### config.mk
export PLATFORM = sky130hd
export DESIGN_NAME = clock_select_ctrl
export DESIGN_NICKNAME = d
export VERILOG_FILES = /design/src/rtl/clock_select_ctrl.sv
export SDC_FILE = /design/constraint.sdc
export NUM_CORES = 1
export LEC_CHECK = 0
export ABC_AREA = 1
export CORE_ASPECT_RATIO = 1.25
export CORE_MARGIN = 2
export CORE_UTILIZATION = 30
export DETAILED_ROUTE_END_ITERATION = 10
export HOLD_SLACK_MARGIN = 0.02
export PLACE_DENSITY_LB_ADDON = 0.05
export SLEW_MARGIN = 20
export SYNTH_ARGS = -nofsm -noshare
export SYNTH_HDL_FRONTEND = slang
export SYNTH_SLANG_ARGS = --single-unit
### constraint.sdc
create_clock -name CLK -period 2.1 [get_ports CLK]
set_clock_uncertainty 0.15 [all_clocks]
set_input_delay 0.21 -clock CLK [delete_from_list [all_inputs] [get_ports CLK]]
set_output_delay 0.21 -clock CLK [all_outputs]
set_load 0.01 [all_outputs]
### src/rtl/clock_select_ctrl.sv
// clock_select_ctrl: issues one select strobe per accepted switch, tracks OUT_RST assert/release, then dwells.
// Define CLKSEL_CTRL_TIMEOUT_EN to compile in the wait-state watchdog and sticky TIMEOUT_ERR.
module clock_select_ctrl #(
   parameter int unsigned DWELL   = 4,
   parameter int unsigned TIMEOUT = 255
) (
   input  logic CLK,
   input  logic RST,
   input  logic REQ_VALID,
   input  logic REQ_SEL,
   output logic REQ_READY,
   output logic SELECT,
   output logic SELECT_ENABLE,
   input  logic SEL_RST_N,
   output logic CUR_SEL,
   output logic BUSY,
   output logic TIMEOUT_ERR,
   input  logic ERR_CLR
);
   typedef enum logic [2:0] {IDLE, ISSUE, WAIT_ASSERT, WAIT_RELEASE, DWELL_ST} state_t;
   localparam logic [7:0] DWELL_LAST = 8'(DWELL - 1);
   state_t state, state_n;
   logic [1:0] sync;
   logic [7:0] dcnt;
   logic alive, target, accept, wd_fire;
   assign REQ_READY = alive && state == IDLE;
   assign BUSY = state != IDLE;
   assign accept = REQ_VALID && REQ_READY;
   // A progressing wait state always wins over a watchdog expiry on the same cycle.
   always_comb begin
      state_n = state;
      case (state)
         IDLE:         state_n = accept && REQ_SEL != CUR_SEL ? ISSUE : IDLE;
         ISSUE:        state_n = WAIT_ASSERT;
         WAIT_ASSERT:  state_n = !sync[1] ? WAIT_RELEASE : wd_fire ? IDLE : WAIT_ASSERT;
         WAIT_RELEASE: state_n = sync[1] ? DWELL_ST : wd_fire ? IDLE : WAIT_RELEASE;
         DWELL_ST:     state_n = dcnt == DWELL_LAST ? IDLE : DWELL_ST;
         default:      state_n = IDLE;
      endcase
   end
   always_ff @(posedge CLK or posedge RST)
      if (RST) begin
         state <= IDLE;
         sync <= 2'b00;
         dcnt <= 8'd0;
         alive <= 1'b0;
         target <= 1'b0;
         SELECT <= 1'b0;
         SELECT_ENABLE <= 1'b0;
         CUR_SEL <= 1'b0;
      end else begin
         state <= state_n;
         sync <= {sync[0], SEL_RST_N};
         dcnt <= state == DWELL_ST && state_n == DWELL_ST ? dcnt + {7'd0, ~&dcnt} : 8'd0;
         alive <= 1'b1;
         target <= accept ? REQ_SEL : target;
         SELECT <= state_n == ISSUE ? REQ_SEL : SELECT;
         SELECT_ENABLE <= state_n == ISSUE;
         CUR_SEL <= BUSY && state_n == IDLE ? target : CUR_SEL;
      end
`ifdef CLKSEL_CTRL_TIMEOUT_EN
   localparam logic [15:0] TIMEOUT_LAST = 16'(TIMEOUT - 1);
   logic [15:0] wd;
   logic waiting;
   assign waiting = state == WAIT_ASSERT || state == WAIT_RELEASE;
   assign wd_fire = wd == TIMEOUT_LAST;
   always_ff @(posedge CLK or posedge RST)
      if (RST) begin
         wd <= 16'd0;
         TIMEOUT_ERR <= 1'b0;
      end else begin
         wd <= waiting && state_n == state ? wd + {15'd0, ~&wd} : 16'd0;
         TIMEOUT_ERR <= (waiting && state_n == IDLE) || (TIMEOUT_ERR && !ERR_CLR);
      end
`else
   logic unused_cfg;
   assign wd_fire = 1'b0;
   assign TIMEOUT_ERR = 1'b0;
   assign unused_cfg = ^{ERR_CLR, TIMEOUT[0]};
`endif
endmodule

### Yosys cells after proc, flatten, opt, wreduce, memory -nomap -nowiden

Index checks and enable logic that the tools add are counted.

| word-level totals | value |
|---|---|
| bits in registers | 18 |
| word-level logic and storage cells | 33 |
| bits of input ports | 6 |
| output and inout bits | 6 |

| cells by class | value |
|---|---|
| $add $sub $neg | 1 |
| multiplexer cells | 6 |
| reductions and logical operators | 10 |
| eq/ne operators | 8 |

Operator list:

| cell | count |
|---|---|
| 3-bit case mux with 5 select lines | 1 |
| 8-bit by 1-bit adder with 8-bit output | 1 |
| 8-bit by 2-bit == test with 1-bit output (second input constant) | 1 |
| 8-bit two-way mux | 1 |
| 8-bit AND reduction | 1 |
| 3-bit by 1-bit == test with 1-bit output (second input constant) | 2 |
| 3-bit by 2-bit == test with 1-bit output (second input constant) | 2 |
| 3-bit == test (second input constant) | 2 |
| 3-bit logical NOT | 2 |
| 3-bit two-way mux | 2 |
| 1-bit logical AND | 5 |
| 3-bit nonzero test | 1 |
| 1-bit two-way mux | 2 |
| 1-bit logical NOT | 1 |
| 1-bit inequality test | 1 |

### Depth between registers and ports, before layout

Gate-level depths: netlist of the first run.

| logic depth | value |
|---|---|
| depth in word-level cells | 9 |
| gate-level depth with buffers | 10 |

### Worst setup path after synthesis of the first run

OpenSTA, ideal clock, no wires.

| path | value |
|---|---|
| kind | register to register |
| start point | register dcnt[3] |
| end point | register dcnt[6] |
| path buffers | 0 |
| path slack | 0.445 ns |
| clock period less this slack | 1.655 ns |
| cell stages (with the launch flop) | 11 |
| arrival time | 1.382 ns |
| library setup time | 0.123 ns |
| path through | dfrtp_1 nand2_1 nor3_1 nand2_1 ha_1 ha_1 inv_1 nor3_1 nand3_1 nand2_1 nor2_1 |

| between the ends | value |
|---|---|
| cells in the longest elaborated chain, start to end | 6 |

Ends and longest elaborated chain:

| what | line | RTL |
|---|---|---|
| start, declared | 24 | `logic [7:0] dcnt;` |
| start signal, assigned | 54 | `dcnt <= state == DWELL_ST && state_n == DWELL_ST ? dcnt + {7'd0, ~&dcnt} : 8'd0;` |
| 8-bit by 2-bit == test with 1-bit output | 37 | `DWELL_ST: state_n = dcnt == DWELL_LAST ? IDLE : DWELL_ST;` |
| 3-bit two-way mux | 37 |  |
| 3-bit case mux with 5 select lines | 32 | `case (state)` |
| 3-bit == test | 54 |  |
| 1-bit logical AND | 54 |  |
| 8-bit two-way mux (*) | 54 |  |

Mark *: on every way between the ends. The rest lies on a longest branch, timed or not.
A chain may end at the register's enable or synchronous reset.

### Final worst setup path of the first run

Same ends and word-level chain as after synthesis.

==> flow_metrics.env, run 1 <==
export IMPL_firstDrtPassIters=4
export IMPL_mostFrequentLayoutCells="27 x nand2_1, 18 x dfrtp_1, 13 x nor2_1"
export IMPL_ys_types=21
export IMPL_tns_ps=0
export IMPL_finalSetupViolations=0
export IMPL_status="completed"
export IMPL_period_share=0.872
export IMPL_cts_sinks=18
export IMPL_cp_required_ps=2130
export IMPL_peakVddDrop_uv=567
export IMPL_clock_latency_ps=290
export IMPL_grt_use_total=0.119
export IMPL_grt_pass1_wl_um=2910
export IMPL_hpwl_um=1220
export IMPL_placed_cells=145
export IMPL_internal_power_uw=655
export IMPL_cts_hold_buffers=0
export IMPL_sw_frac_of_total=0.313
export IMPL_start_util=0.320
export IMPL_antenna_found_initial=0
export IMPL_clkTransAtPathRegs_ps=100
export IMPL_core_mm2=0.00271
export IMPL_synthesis_area_um2=866
export IMPL_drive_gt1_frac=0.179
export IMPL_drv_slew=0
export IMPL_cts_root_buf="clkbuf_4"
export IMPL_wl_per_cell_um=10.5
export IMPL_vias_per_cell=4.44
export IMPL_endpoint_kind="register"
export IMPL_pwr_share_clk=0.220
export IMPL_synth_cells=102
export IMPL_syn_num_nets=110
export IMPL_ys_warn_count=0
export IMPL_avgSynthCellArea_um2=8.49
export IMPL_power_share_combinational=0.307
export IMPL_n_fill_cell=292
export IMPL_num_vias=671
export IMPL_critPathMaxFanout=4
export IMPL_p_per_area_mw_per_mm2=907
export IMPL_leakagePower_uw=0.000512
export IMPL_rsz0062_at_grt="no"
export IMPL_place_worst_setup_slack_ps=268
export IMPL_gp_congestion=0.682
export IMPL_final_common_cell="nand2_1"
export IMPL_routed_wirelength_um=1580
export IMPL_power_frac_seq=0.474
export IMPL_drc=0
export IMPL_seq_area_um2=450
export IMPL_cp_start_kind="register"
export IMPL_ys_ff_latch=18
export IMPL_area_delta_synth_final_pct=21.5
export IMPL_arrival_ps=1860
export IMPL_diodes=0
export IMPL_grt_start_max_net_pins=19
export IMPL_stdcell_count=151
export IMPL_htree_levels=1
export IMPL_critPathKind="register to register"
export IMPL_final_area_mm2=0.00105
export IMPL_cts_buffers_inserted=3
export IMPL_max_cap_violations=0
export IMPL_grt_pass1_vias=712
export IMPL_die_area_mm2=0.00333
export IMPL_die_x_um=52.1
export IMPL_synth_seq_area_share=0.520
export IMPL_fmax_mhz=546
export IMPL_drtIter0Drc=8
export IMPL_finalHoldViolations=0
export IMPL_fin_ws_ps=269
export IMPL_switchingPower_uw=299
export IMPL_layout_nets=126
export IMPL_cts_tree="built"
export IMPL_die_h_um=64.1
export IMPL_ant_nets=0
export IMPL_placed_area_um2=998
export IMPL_multiInputGateArea_um2=359
export IMPL_port_buffers=9
export IMPL_hold_path_class="input pin to asynchronous set/reset pin"
export IMPL_ios=12
export IMPL_fin_crit_ps=1830
export IMPL_clk_path_buf_depth=2
export IMPL_fp_row_count=21
export IMPL_grt_overflow=0
cells by family after synthesis:
logic type | count (synthesis) | share of synthesized area
compound gates | 5 | 0.0318
simple gates | 60 | 0.335
other cells | 2 | 0.00867
fa+ha+maj | 2 | 0.0289
flops | 18 | 0.520
xor+xnor | 1 | 0.0101
buf+inv | 14 | 0.0650
critical path: stages, from the launching register on:
cell	delay (ps)
dfrtp_1	430
nand2_1	140
nor3_1	80
nand2_1	70
ha_1	160
ha_1	210
inv_1	70
nor3_1	220
nand3_1	100
nand2_1	80
nor2_1	40
power by group through the flow:
stage / Clock (uW) / Sequential [uW] / Combinational, uW
4_1_cts: 222 / 458 / 270
6_report: 209 / 452 / 293
5_1_grt: 233 / 463 / 327
3_3_place_gp: 0 / 463 / 267
3_5_place_dp: 0 / 464 / 268
2_1_floorplan: 0 / 462 / 153
sequential cells by signal, summed over array words and instances (netlist names):
name / flops
SELECT_ENABLE: 1
SELECT: 1
state: 3
target: 1
sync: 2
CUR_SEL: 1
dcnt: 8
alive: 1
cells in the mapped netlist:
library cell,instances,area [um^2]
nand3_1,6,30.0
nor3_1,4,20.0
inv_1,8,30.0
xnor2_1,1,8.76
nor2_2,1,6.26
conb_1,2,7.51
nand2_4,1,11.3
o21ai_1,1,5.00
nand2_2,2,12.5
ha_1,2,25.0
o211ai_1,1,7.51
buf_4,1,7.51
nor3_2,3,30.0
inv_2,5,18.8
nor2_4,2,22.5
a21oi_1,1,5.00
nand3b_1,1,7.51
nor2_1,13,48.8
dfrtp_1,18,450
nand2_1,27,101
o21ai_0,2,10.0
through the flow:
step | utilization | total power (uW) | hold slack [ps]
floorplan | - | 614 | -1.43
global placement | 0.369 | 729 | 185
detailed placement | 0.369 | 732 | 189
CTS | 0.382 | 951 | 77.2
global route | 0.389 | 1020 | 93.8
finish | 0.389 | 954 | 77.1
per-layer routing:
metal,vias up,global-route usage,part of all wire
li1,342,-,-
met3,2,0.0210,0.031
met4,0,0.0691,0.013
met5,-,0,0
met1,311,0.130,0.44
met2,16,0.209,0.52
layout make-up:
class                   instances  share of cell area
clock buffers                   4              0.0345
inverters                      13              0.0464
flip-flops and latches         18               0.428
multi-input cells              70               0.341
well taps                      34              0.0404
repair buffers                 12               0.109
worst paths after layout:
path / startpoint / end / slack [ps] / cells after the start
min in group CLK: SEL_RST_N / sync[0] / 210 / 1
worst min-delay path: RST / dcnt[3] / 80 / 3
worst min register to register: sync[0] / sync[1] / 210 / 0
worst max-delay path: dcnt[3] / dcnt[6] / 270 / 10
max in group asynchronous: RST / state[2] / 1530 / 3
worst max register to register: dcnt[3] / dcnt[6] / 270 / 10
what timing repair did:
item | CTS | global route
setup endpoints to repair | 0 | 1
buffers inserted | 0 | 2
endpoints found under the hold margin | 0 | 0
resized for setup | 0 | 1
No activity file was read; power rests on OpenSTA's default activity.
==> inputs of run 2 (changes only) <==
- CTS_CLUSTER_DIAMETER: default -> 100
==> results of run 2 <==
The final DEF is identical to that of run 1; final timing and power are the same.
==> inputs of run 3 (changes only) <==
- GPL_ROUTABILITY_DRIVEN: default -> 0
==> results of run 3 <==
The final DEF is identical to that of run 1; final timing and power are the same.
